===== config.mk =====
export PLATFORM = sky130hd
export DESIGN_NAME = cga_attrib_pipe
export DESIGN_NICKNAME = d
export VERILOG_FILES = /design/src/rtl/cga_attrib_pkg.sv /design/src/rtl/cga_blink_div.sv /design/src/rtl/cga_attrib_pipe.sv
export SDC_FILE = /design/constraint.sdc
export NUM_CORES = 1
export LEC_CHECK = 0
export CORE_MARGIN = 2
export CORE_UTILIZATION = 45
export CTS_CLUSTER_DIAMETER = 40
export DETAILED_ROUTE_END_ITERATION = 12
export DONT_BUFFER_PORTS = 1
export PLACE_DENSITY = 0.63
export SYNTH_ARGS = -nofsm -noshare
export SYNTH_HDL_FRONTEND = slang
export SYNTH_SLANG_ARGS = --single-unit

===== constraint.sdc =====
create_clock -name clk -period 1.5 [get_ports clk]
set_clock_uncertainty 0.05 [all_clocks]
set_input_delay 0.15 -clock clk [delete_from_list [all_inputs] [get_ports clk]]
set_output_delay 0.15 -clock clk [all_outputs]
set_load 0.05 [all_outputs]

===== src/rtl/cga_attrib_pkg.sv =====
// Shared types and sizes for the CGA/Tandy attribute/colour composer.
package cga_attrib_pkg;

  localparam int IDX_W     = 4;
  localparam int PAL_DEPTH = 16;

  typedef enum logic [1:0] {
    TXT_FG = 2'd0,
    TXT_BG = 2'd1,
    GFX    = 2'd2,
    BORDER = 2'd3
  } sel_e;

endpackage


===== src/rtl/cga_blink_div.sv =====
// Character blink divider: edge-detects the blink square wave on every clk and
// toggles blink_phase every BLINK_DIV rising edges, advancing only on ce.
module cga_blink_div #(
  parameter int BLINK_DIV = 1
) (
  input  logic clk,
  input  logic reset,
  input  logic ce,
  input  logic blink,
  output logic blink_phase
);

  localparam int CNT_W = (BLINK_DIV > 1) ? $clog2(BLINK_DIV) : 1;
  localparam logic [CNT_W-1:0] CNT_LAST = CNT_W'(BLINK_DIV - 1);

  logic [1:0]       blink_sr;
  logic             rise;
  logic             edge_pend;
  logic [CNT_W-1:0] cnt;

  assign rise = (blink_sr == 2'b01);

  // An edge seen while ce is low is remembered so the divider still counts it.
  always_ff @(posedge clk or posedge reset) begin
    if (reset) begin
      blink_sr    <= 2'b00;
      edge_pend   <= 1'b0;
      cnt         <= '0;
      blink_phase <= 1'b0;
    end else begin
      blink_sr <= {blink_sr[0], blink};
      if (ce) begin
        edge_pend <= 1'b0;
        if (rise || edge_pend) begin
          if (cnt == CNT_LAST) begin
            cnt         <= '0;
            blink_phase <= ~blink_phase;
          end else begin
            cnt <= cnt + CNT_W'(1);
          end
        end
      end else if (rise) begin
        edge_pend <= 1'b1;
      end
    end
  end

endmodule


===== src/rtl/cga_attrib_pipe.sv =====
// CGA/Tandy attribute/colour composer with a 2-stage ce-qualified pipeline.
// Optional palette remap is compiled in with CGA_ATTRIB_PALETTE_EN.
module cga_attrib_pipe
  import cga_attrib_pkg::*;
#(
  parameter int BLINK_DIV = 1,
  parameter int OUT_W     = 4
) (
  input  logic             clk,
  input  logic             reset,
  input  logic             ce,
  input  logic [7:0]       att_byte,
  input  logic             pix_in,
  input  logic             cursor,
  input  logic             blink,
  input  logic             blink_enabled,
  input  logic             grph_mode,
  input  logic             bw_mode,
  input  logic             mode_640,
  input  logic             tandy_16_mode,
  input  logic             c0,
  input  logic             c1,
  input  logic             pix_640,
  input  logic [3:0]       pix_tandy,
  input  logic [7:0]       cga_color_reg,
  input  logic [4:0]       tandy_bordercol,
  input  logic             display_enable,
  input  logic             hsync,
  input  logic             vsync,
  input  logic             pal_we,
  input  logic [3:0]       pal_addr,
  input  logic [OUT_W-1:0] pal_data,
  output logic [OUT_W-1:0] pix_out,
  output logic             de_out,
  output logic             hs_out,
  output logic             vs_out
);

  logic             blink_phase;
  logic [IDX_W-1:0] att_bg, gfx_idx, border_idx;
  logic             blink_area, alpha, gfx_pix, shutter;
  sel_e             sel;

  cga_blink_div #(.BLINK_DIV(BLINK_DIV)) u_blink_div (
    .clk         (clk),
    .reset       (reset),
    .ce          (ce),
    .blink       (blink),
    .blink_phase (blink_phase)
  );

  always_comb begin
    att_bg     = blink_enabled ? {1'b0, att_byte[6:4]} : att_byte[7:4];
    blink_area = ~(blink_enabled & att_byte[7] & ~cursor) | ~blink_phase;
    alpha      = (pix_in & blink_area) | (cursor & blink);
    gfx_pix    = tandy_16_mode | mode_640 | c0 | c1;
    if (!display_enable)          sel = BORDER;
    else if (grph_mode & gfx_pix) sel = GFX;
    else if (grph_mode)           sel = BORDER;
    else if (alpha)               sel = TXT_FG;
    else                          sel = TXT_BG;
    gfx_idx    = tandy_16_mode ? pix_tandy
                               : {cga_color_reg[4], c1, c0, bw_mode ? c0 : cga_color_reg[5]};
    border_idx = tandy_16_mode ? tandy_bordercol[3:0] : cga_color_reg[3:0];
    shutter    = hsync | vsync | (mode_640 & ~(display_enable & pix_640));
  end

  // Stage 1: register the resolved selection and all candidate indices.
  sel_e             sel_p1;
  logic [IDX_W-1:0] fg_p1, bg_p1, gfx_p1, border_p1;
  logic             shutter_p1, de_p1, hs_p1, vs_p1;

  always_ff @(posedge clk or posedge reset) begin
    if (reset) begin
      sel_p1     <= TXT_FG;
      fg_p1      <= '0;
      bg_p1      <= '0;
      gfx_p1     <= '0;
      border_p1  <= '0;
      shutter_p1 <= 1'b0;
      de_p1      <= 1'b0;
      hs_p1      <= 1'b0;
      vs_p1      <= 1'b0;
    end else if (ce) begin
      sel_p1     <= sel;
      fg_p1      <= att_byte[3:0];
      bg_p1      <= att_bg;
      gfx_p1     <= gfx_idx;
      border_p1  <= border_idx;
      shutter_p1 <= shutter;
      de_p1      <= display_enable;
      hs_p1      <= hsync;
      vs_p1      <= vsync;
    end
  end

  logic [IDX_W-1:0] idx_p2;
  logic [OUT_W-1:0] mapped;

  always_comb begin
    case (sel_p1)
      TXT_FG:  idx_p2 = fg_p1;
      TXT_BG:  idx_p2 = bg_p1;
      GFX:     idx_p2 = gfx_p1;
      default: idx_p2 = border_p1;
    endcase
  end

`ifdef CGA_ATTRIB_PALETTE_EN
  logic [OUT_W-1:0] pal [PAL_DEPTH];

  // Writes run on every clk; stage 2 samples the pre-write value on a same-clk hit.
  always_ff @(posedge clk or posedge reset) begin
    if (reset) begin
      for (int i = 0; i < PAL_DEPTH; i++) pal[i] <= OUT_W'(i);
    end else if (pal_we) begin
      pal[pal_addr] <= pal_data;
    end
  end

  assign mapped = pal[idx_p2];
`else
  logic unused_pal;
  assign unused_pal = ^{pal_we, pal_addr, pal_data};
  assign mapped     = OUT_W'(idx_p2);
`endif

  logic unused_bits;
  assign unused_bits = ^{tandy_bordercol[4], cga_color_reg[7:6]};

  // Stage 2: palette map, shutter blanking, delayed syncs.
  always_ff @(posedge clk or posedge reset) begin
    if (reset) begin
      pix_out <= '0;
      de_out  <= 1'b0;
      hs_out  <= 1'b0;
      vs_out  <= 1'b0;
    end else if (ce) begin
      pix_out <= shutter_p1 ? '0 : mapped;
      de_out  <= de_p1;
      hs_out  <= hs_p1;
      vs_out  <= vs_p1;
    end
  end

endmodule


Word level (Yosys, flattened, before mapping). Cells that the tools add are included.

$lt $le $gt $ge: 0. Multiply operators: 0. Multiplexer cells: 13. Shift operators: 0. Div/mod/pow operators: 0. Bitwise gates (word level): 19. Reduce and logical (&&, ||, !) cells: 5. Add/subtract/negate cells: 1. Equality and inequality tests: 3.

Operators with widths (count): 2-to-1 mux 4 bit (4); one-hot mux 4 bit (3 select lines) (1); bitwise AND 1 bit (7); OR 1 bit (7); 2-to-1 mux 2 bit (3); 2-to-1 mux 1 bit (5); inverter 1 bit (5); equality test 2 x 1 -> 1 bit (second input constant) (2); AND reduction 3 bit (1); equality test 2 bit (second input constant) (1); zero test 2 bit (1); AND reduction 2 bit (1); nonzero test 2 bit (1); adder 1 bit (second input constant) (1); logical OR 1 bit (1).

Memory bits (writable): 0. Logic and storage cells: 58. Memories: 0. Latch bits: 0. Bits of input ports: 51. Bits in registers: 34. Memory bits (read-only): 0.

Depth between registers and ports, before layout. Gate-level depths: netlist of run 1.

Word-level depth: 10. Mapped depth: 5. Mapped depth without buffers: 3.

Hierarchy. Synthesis of run 1 repeated with hierarchy kept, for this count alone.

Cells, all modules: 116. Area total of the unflattened synthesis: 1450.1 µm².

By module, submodules not included: cga_attrib_pipe (times used 1, area each 1307.5 µm², sequential area each 725.7 µm², cells an instance 106); cga_blink_div (times used 1, area each 142.6 µm², sequential area each 100.1 µm², cells an instance 10).

Worst setup path after synthesis of run 1. No wires, ideal clock.

Path type: register to register. From: reg sel_p1[0]. To: reg pix_out[0]. Setup slack: 0.296 ns. Data arrival time: 1.031 ns. Clock period less this slack: 1.204 ns. Cell stages (with the launch flop): 5. Data required time: 1.327 ns. Library setup time: 0.123 ns. Buffers on the path: 1. Path through: dfrtp_1 -> buf_6 -> mux4_2 -> nand2_1 -> o21ai_1.

Cells in the longest elaborated chain, start to end: 3. Elaborated cells between the ends (all ways): 5. Classes of those cells: eq/ne: 2; mux: 2; reduce/logical: 1.

Ends and longest elaborated chain: start: declaration (RTL line cga_attrib_pipe.sv:69) `sel_e sel_p1;`; start signal: assignment (RTL line cga_attrib_pipe.sv:85) `sel_p1 <= sel;`; equality test 2 bit, or another cell as far along (RTL line cga_attrib_pipe.sv:101) `case (sel_p1)`; one-hot mux 4 bit (3 select lines) * (RTL line cga_attrib_pipe.sv:101); 2-to-1 mux 4 bit * (RTL line cga_attrib_pipe.sv:139) `pix_out <= shutter_p1 ? '0 : mapped;`; end signal: assignment (RTL line cga_attrib_pipe.sv:139); end: declaration (RTL line cga_attrib_pipe.sv:33) `output logic [OUT_W-1:0] pix_out,`.

Every way passes the cells marked *; elsewhere a longest branch is shown, timed or not. A chain may end at the register's enable or synchronous reset.

Worst setup path after layout of run 1. Same ends and word-level chain as after synthesis.

==> impl_metrics.json, run 1 <==
{
  "outcome": "finished clean",
  "cts_sinks": 33,
  "n_antenna_cell": 0,
  "setup_viol": 0,
  "drive_above_1_share": 0.208,
  "nFillCells": 256,
  "layout_common_cells": "dfrtp_1 (33), dlygate4sd3_1 (27), mux2_2 (13)",
  "power_frac_comb": 0.168,
  "num_rows": 20,
  "grt_max_degree": 42,
  "ant_nets": 0,
  "io_pins": 58,
  "regArea_um2": 826,
  "leakage_uw": 0.000790,
  "hpwlAfterDp_mm": 1.77,
  "synth_top_cell_area_share": 0.575,
  "wl_met2_mm": 1.37,
  "power.internal_uw": 1520,
  "worst_pin_slew_ns": 0.472,
  "die_w_um": 60.5,
  "r2r_cells": 3,
  "yosysTopAreaCell": "dfrtp_1",
  "synth_warnings": 0,
  "dieArea_um2": 3660,
  "finalCriticalPeriod_ns": 1.40,
  "pwr-share-clk": 0.304,
  "drv_cap": 0,
  "area_growth_pct": 28.9,
  "start_util": 0.470,
  "mappedNetlistArea_um2": 1440,
  "grt_pass1_vias": 974,
  "route.met3.wl_um": 187,
  "ys_ff_latch": 33,
  "grt_pass1_wl_mm": 4.44,
  "hold_depth": 2,
  "fin_area_um2": 1850,
  "swShare": 0.254,
  "critPathMaxFanout": 5,
  "end_kind": "flip-flop",
  "start_kind": "flip-flop",
  "clk_path_buf_depth": 2,
  "synth_area_leaders": "dfrtp_1 (57%), mux2_2 (10%), mux4_2 (6.3%)",
  "drv_slew": 0,
  "holdCritStartpoint": "cga_color_reg[3]",
  "syn_area_per_cell_um2": 12.4,
  "cts_tree": "done",
  "drt_iter0_drc": 32,
  "power_frac_seq": 0.528,
  "fp.coreArea_um2": 3050,
  "yosys.area_share.simple": 0.0636,
  "cts_root_buf": "clkbuf_4",
  "grt_usage": 0.177,
  "synth_top_family_by_area": "multiplexers",
  "powerDensity_nw_per_um2": 1100,
  "clkTransAtPathRegs_ns": 0.10,
  "muxShareOfSynthArea": 0.220,
  "met1_length_mm": 1.23,
  "synth.distinct_cells": 22,
  "ys_seq_area_frac": 0.575,
  "cts_inserted_buffers": 5,
  "synthXorXnorAreaFrac": 0.00610,
  "holdWs_ns": 0.0112,
  "grt_overflow": 0,
  "irDropWorstVdd_v": 0.000614,
  "avgRoutedWirePerCell_um": 14.5,
  "final_util": 0.607,
  "setup_tns_ns": 0,
  "vias": 936,
  "layout_commonest_cell": "dfrtp_1",
  "power.switching_uw": 516,
  "antenna_found_initial": 0,
  "rsz0062_at_grt": "false",
  "post-place-ws_ns": 0.132,
  "r2r_slack_ns": 0.1,
  "worstHoldEndpoint": "border_p1[3]$_DFFE_PP0P_",
  "synthCells": 116,
  "synth-compound-area-share": 0.0889,
  "required_ns": 1.66,
  "place.gp.congestion": 0.717,
  "top_layer_used": "met4",
  "dieHeight_um": 60.5,
  "drc": 0,
  "cts_max_level": 2,
  "vias_per_cell": 4.85,
  "hold_path_class": "in2reg",
  "placed_area_um2": 1490,
  "worstPathArrival_ns": 1.56,
  "port-buffer-count": 0,
  "multi_input_area_um2": 544,
  "period_share": 0.935,
  "fmax_ghz": 0.713,
  "nets": 200,
  "wl_mm": 2.80,
  "clock_latency_ns": 0.32,
  "hold_viol": 0,
  "cts_resized": 0,
  "synthAdderAreaFrac": 0,
  "r2r-start": "sel_p1[0]$_DFFE_PP0P_",
  "path_class": "reg2reg",
  "r2r_end": "pix_out[0]$_DFFE_PP0P_",
  "slew_headroom": 0.685,
  "dr.pass1.iters": 4,
  "syn-num-nets": 167,
  "setup_ws_ns": 0.0981
}
per-layer routing:
layer	track usage	vias up
met5	0	-
met4	0.0652	0
met3	0.0746	2
met2	0.276	34
met1	0.222	433
li1	-	467
sequential cells by signal (all words and copies together) (netlist names), 2 cells and up:
| signal | count |
|---|---|
| border_p1 | 4 |
| sel_p1 | 2 |
| fg_p1 | 4 |
| bg_p1 | 4 |
| pix_out | 4 |
| gfx_p1 | 4 |
| u_blink_div.blink_sr | 2 |
worst max-delay path: stages, from the launching register on:
cell	delay, ns
dfrtp_1	0.54
mux4_2	0.56
nand2_1	0.08
o21ai_1	0.06
synth_stat cells, drive strengths merged:
cell / number
dfrtp: 33
xnor2: 1
a211oi: 1
nor4: 1
clkbuf: 1
o21ai: 7
inv: 7
mux2i: 8
o22a: 1
mux2: 13
o22ai: 1
nand2: 8
buf: 6
mux4: 4
a221o: 1
nand4b: 1
o21ba: 1
nor2b: 2
nor2: 9
a21oi: 10
stage by stage:
stage,std cells,power [uW]
after floorplan,116,1310
after global placement,158,1340
after detailed placement,158,1350
after CTS,192,2060
after global routing,193,2150
final,193,2030
logic make-up after synthesis:
| family | Yosys count |
|---|---|
| compound gates | 22 |
| xor+xnor | 1 |
| buf+inv | 14 |
| flops | 33 |
| mux | 25 |
| simple gates | 21 |
timing repair:
| item | CTS | global route |
|---|---|---|
| hold buffers | 27 | 1 |
| buffers inserted | 0 | 0 |
| hold endpoints to repair | 65 | 1 |
power by group through the flow:
stage / Combinational, uW / Clock (uW) / Sequential (uW)
floorplan: 194 / 0 / 1120
global placement: 254 / 0 / 1090
detailed placement: 260 / 0 / 1090
CTS: 342 / 644 / 1070
global route: 368 / 697 / 1090
finish: 342 / 618 / 1070
worst max path at each step:
stage                          start                      to  slack (ns)  cells past startpoint
2_1_floorplan  sel_p1[0]$_DFFE_PP0P_  pix_out[0]$_DFFE_PP0P_        0.30                      4
3_3_place_gp   sel_p1[0]$_DFFE_PP0P_  pix_out[0]$_DFFE_PP0P_        0.15                      3
3_5_place_dp   sel_p1[0]$_DFFE_PP0P_  pix_out[0]$_DFFE_PP0P_        0.13                      3
4_1_cts        sel_p1[0]$_DFFE_PP0P_  pix_out[0]$_DFFE_PP0P_        0.09                      3
5_1_grt        sel_p1[0]$_DFFE_PP0P_  pix_out[0]$_DFFE_PP0P_        0.06                      3
6_report       sel_p1[0]$_DFFE_PP0P_  pix_out[0]$_DFFE_PP0P_         0.1                      3
layout make-up:
cell class / count / area share
Sequential cell: 33 / 0.446
Multi-Input combinational cell: 69 / 0.294
Timing Repair Buffer: 33 / 0.177
Tap cell: 44 / 0.0297
Clock buffer: 5 / 0.0203
Clock inverter: 2 / 0.0189
Inverter: 7 / 0.0142
(Power assumes the default switching activity.)
==> run 2, diff against run 1 <==
- CTS_BUF_LIST: unset -> sky130_fd_sc_hd__clkbuf_16
- SETUP_SLACK_MARGIN: unset -> 0.5
==> impl_metrics.json, run 2 (synthesis gave the netlist of run 1 again) <==
{
  "outcome": "finished, violations left",
  "violations": "hold timing",
  "worstPathArrival_ns": 1.37,
  "dpl.cell_count": 156,
  "vias": 909,
  "drv_slew": 0,
  "finalCriticalPeriod_ns": 1.26,
  "end_kind": "flip-flop",
  "period_share": 0.837,
  "required_ns": 1.61,
  "grt_pass1_wl_mm": 4.37,
  "leakage_uw": 0.000750,
  "setup_tns_ns": 0,
  "vias_per_cell": 5.05,
  "fmax_ghz": 0.796,
  "n_antenna_cell": 0,
  "irDropWorstVdd_v": 0.000902,
  "antenna_found_initial": 0,
  "cts_root_buf": "clkbuf_16",
  "drv_cap": 0,
  "place.gp.congestion": 0.711,
  "clkTransAtPathRegs_ns": 0.05,
  "grt_overflow": 0,
  "grt_usage": 0.175,
  "drive_above_1_share": 0.265,
  "hpwlAfterDp_mm": 1.81,
  "setup_viol": 0,
  "fp.coreArea_um2": 3050,
  "cts_max_level": 2,
  "power_frac_seq": 0.474,
  "cts_inserted_buffers": 5,
  "holdWs_ns": -0.0941,
  "drt_iter0_drc": 20,
  "wl_mm": 2.78,
  "num_rows": 20,
  "start_kind": "flip-flop",
  "nets": 186,
  "path_cells": "mux4_2, nand2_1, o21ai_1",
  "critPathMaxFanout": 5,
  "slew_headroom": 0.725,
  "hold_path_class": "in2reg",
  "hold_viol": 27,
  "critPathSlowestCell": "mux4_2",
  "drc": 0,
  "power.internal_uw": 1770,
  "clock_latency_ns": 0.28,
  "path_class": "reg2reg",
  "area_growth_pct": 23.9,
  "cts_sinks": 33,
  "hold_buffers": 13,
  "final_cells": 180,
  "avgRoutedWirePerCell_um": 15.5,
  "layout_commonest_cell": "dfrtp_1",
  "cts_tree": "done",
  "grt_pass1_vias": 904,
  "power_frac_comb": 0.119,
  "dieHeight_um": 60.5,
  "clk_path_buf_depth": 2,
  "die_w_um": 60.5,
  "layout_common_cells": "dfrtp_1 (27), mux2_2 (13), dlygate4sd3_1 (13)",
  "port-buffer-count": 0,
  "dr.pass1.iters": 4,
  "slowest_delay_ns": 0.52,
  "swShare": 0.244,
  "grt_max_degree": 43,
  "powerDensity_nw_per_um2": 1320,
  "dieArea_um2": 3660,
  "start_util": 0.470,
  "rsz0062_at_grt": "true",
  "worst_pin_slew_ns": 0.412,
  "ant_nets": 0,
  "power.switching_uw": 574,
  "pwr-share-clk": 0.407,
  "io_pins": 58
}
[run 2: layer usage]
metal,vias up,GRT usage,share of wire
met1,436,0.228,0.43
met4,0,0.0559,0.010
met3,2,0.111,0.092
met2,33,0.242,0.46
met5,-,0,0
li1,438,-,-
[run 2: layout make-up]
type | count | area [um^2]
flip-flops and latches | 33 | 833
repair buffers | 19 | 183
multi-input cells | 69 | 544
well taps | 44 | 55.1
inverters | 7 | 26.3
clock buffers | 5 | 125
clock inverters | 3 | 12.5
fillers | 266 | 1270
[run 2: what timing repair did]
item | in CTS | in global routing
gates resized for setup | 3 | 3
setup endpoints to repair | 11 | 13
buffers inserted | 2 | 1
hold endpoints to repair | 64 | 30
pin swaps | 0 | 0
[run 2: power groups by stage]
stage                     Clock [uW]  Sequential (uW)  Combinational, uW
after global placement             0             1120                201
after detailed placement           0             1130                208
after floorplan                    0             1120                194
after CTS                        971             1110                262
final                            955             1110                279
after global routing            1030             1120                306
[run 2: path summary, 6_finish.rpt]
check | start | cells after the start | slack, ns | endpoint
max | sel_p1[0]$_DFFE_PP0P_ | 3 | 0.24 | pix_out[0]$_DFFE_PP0P_
min | ce | 1 | -0.09 | gfx_p1[2]$_DFFE_PP0P_
max reg2reg | sel_p1[0]$_DFFE_PP0P_ | 3 | 0.24 | pix_out[0]$_DFFE_PP0P_
min reg2reg | u_blink_div.blink_sr[0]$_DFF_PP0_ | 0 | 0.33 | u_blink_div.blink_sr[1]$_DFF_PP0_
max in group asynchronous | reset | 3 | 0.72 | pix_out[2]$_DFFE_PP0P_
min in group asynchronous | reset | 3 | 0.36 | u_blink_div.blink_sr[1]$_DFF_PP0_
[run 2: worst max-delay path, delay by kind of cell, from the launching register on]
family / cells / cell delay (ns)
muxes: 1 / 0.52
DFF: 1 / 0.46
and+or+nand+nor: 1 / 0.07
AOI/OAI and AO/OA: 1 / 0.05
[run 2: metrics by stage]
step / power (uW) / worst slack [ns] / util / instance area, um^2 / hold slack [ns]
finish: 2350 / 0.244 / 0.583 / 1780 / -0.0941
global route: 2460 / 0.168 / 0.583 / 1780 / -0.108
CTS: 2350 / 0.235 / 0.580 / 1770 / -0.0993
detailed placement: 1340 / 0.152 / 0.484 / 1480 / 0.103
global placement: 1330 / 0.157 / 0.484 / 1480 / 0.0992
floorplan: 1310 / 0.299 / - / 1440 / 0.131
==> run 3, diff against run 2 <==
- PLACE_DENSITY: 0.63 -> 0.65
- clock period: 1.5 -> 1.1 ns (I/O delays scaled with it)
==> impl_metrics.json, run 3 (synthesis gave the netlist of run 1 again) <==
{
  "post-place-ws_ns": -0.212,
  "avgRoutedWirePerCell_um": 17.6,
  "drv_cap": 0,
  "dpl.cell_count": 162,
  "end_kind": "flip-flop",
  "cts_root_buf": "clkbuf_16",
  "antenna_found_initial": 0,
  "pwr-share-clk": 0.424,
  "power.internal_uw": 2750,
  "r2r-start": "sel_p1[0]$_DFFE_PP0P_",
  "hpwlAfterDp_mm": 1.93,
  "critPathMaxFanout": 5,
  "n_antenna_cell": 0,
  "hold_buffers": 1,
  "r2r_cells": 3,
  "r2r_end": "pix_out[2]$_DFFE_PP0P_",
  "placed_area_um2": 1560,
  "num_rows": 20,
  "power_frac_comb": 0.165,
  "nFillCells": 251,
  "setup_ws_ns": -0.179,
  "layout_common_cells": "dfrtp_1 (28), mux2_4 (13), buf_6 (11)",
  "layout_commonest_cell": "dfrtp_1",
  "vias_per_cell": 5.26,
  "critPathTopFamily": "multiplexers",
  "grt_pass1_vias": 1032,
  "fp.coreArea_um2": 3050,
  "power.switching_uw": 796,
  "cp-endpoint": "pix_out[2]$_DFFE_PP0P_",
  "path_class": "reg2reg",
  "slew_headroom": 0.773,
  "cts_inserted_buffers": 5,
  "powerDensity_nw_per_um2": 1820,
  "outcome": "finished, violations left",
  "die_w_um": 60.5,
  "r2r_slack_ns": -0.18,
  "fmax_ghz": 0.782,
  "power_frac_seq": 0.411,
  "leakage_uw": 0.000865,
  "irDropWorstVdd_v": 0.00113,
  "critPathBufInv": 0,
  "regArea_um2": 832,
  "setup_viol": 4,
  "drc": 0,
  "nets": 187,
  "critPathSlowestCell": "mux4_2",
  "area_growth_pct": 35.8,
  "rsz0062_at_grt": "true",
  "clock_latency_ns": 0.27,
  "io_pins": 58,
  "worst_pin_slew_ns": 0.340,
  "vias": 952,
  "drv_slew": 0,
  "final_cells": 181,
  "cts_max_level": 2,
  "dieHeight_um": 60.5,
  "cp-startpoint": "sel_p1[0]$_DFFE_PP0P_",
  "clkTransAtPathRegs_ns": 0.05,
  "dieArea_um2": 3660,
  "ant_nets": 0,
  "setup_tns_ns": -0.641,
  "grt_usage": 0.194,
  "crit_cells": 3,
  "clk_path_buf_depth": 2,
  "finalCriticalPeriod_ns": 1.28,
  "wl_mm": 3.18,
  "start_util": 0.470,
  "grt_overflow": 0,
  "path_cells": "mux4_2, nand2_1, o21ai_1",
  "violations": "hold timing, setup timing",
  "holdWs_ns": -0.376,
  "port-buffer-count": 0,
  "slowest_delay_ns": 0.53,
  "required_ns": 1.21,
  "cts_tree": "done",
  "hold_viol": 64,
  "swShare": 0.224,
  "drt_iter0_drc": 26,
  "fin_area_um2": 1950,
  "hold_path_class": "in2async",
  "place.gp.congestion": 0.704,
  "grt_max_degree": 43,
  "worstPathArrival_ns": 1.39,
  "dr.pass1.iters": 4,
  "cts_sinks": 33,
  "drive_above_1_share": 0.423,
  "grt_pass1_wl_mm": 4.92,
  "period_share": 1.16,
  "start_kind": "flip-flop",
  "multi_input_area_um2": 642
}
==> run 3: power by group through the flow <==
stage | combinational, uW | sequential, uW | clock (uW)
2_1_floorplan | 297 | 1530 | 0
3_5_place_dp | 418 | 1460 | 0
4_1_cts | 536 | 1450 | 1540
6_report | 585 | 1460 | 1510
5_1_grt | 628 | 1470 | 1580
3_3_place_gp | 410 | 1450 | 0
==> run 3: cell type report <==
cell class,instances,area share
clock buffers,5,0.0641
clock inverters,3,0.0192
inverters,7,0.0154
multi-input cells,69,0.329
flip-flops and latches,33,0.427
well taps,44,0.0282
repair buffers,20,0.117
==> run 3: worst min-delay path by stage <==
| stage | to | slack, ns | cells past startpoint |
|---|---|---|---|
| global route | border_p1[2]$_DFFE_PP0P_ | -0.36 | 1 |
| global placement | border_p1[2]$_DFFE_PP0P_ | -0.09 | 1 |
| floorplan | bg_p1[0]$_DFFE_PP0P_ | -0.006 | 1 |
| CTS | border_p1[2]$_DFFE_PP0P_ | -0.36 | 1 |
| detailed placement | border_p1[2]$_DFFE_PP0P_ | -0.07 | 1 |
| finish | border_p1[2]$_DFFE_PP0P_ | -0.38 | 1 |
==> run 3: metrics by stage <==
step / power, uW / util
3_5_place_dp: 1880 / 0.512
2_1_floorplan: 1820 / -
3_3_place_gp: 1860 / 0.512
5_1_grt: 3690 / 0.639
4_1_cts: 3530 / 0.611
6_report: 3550 / 0.639
==> run 3: timing repair <==
| item | in CTS | in global routing |
|---|---|---|
| cloned | 0 | 0 |
| endpoints found under the hold margin | 65 | 64 |
| setup buffers | 5 | 5 |
| pin swaps | 1 | 2 |
| resized for setup | 27 | 12 |
| setup endpoints to repair | 38 | 39 |
==> run 3: routing by layer <==
metal | vias up | share of wire | global-route usage
met3 | 8 | 0.062 | 0.0682
met5 | - | 0 | 0
met4 | 0 | 0.025 | 0.0932
met1 | 468 | 0.40 | 0.227
li1 | 444 | - | -
met2 | 32 | 0.51 | 0.320
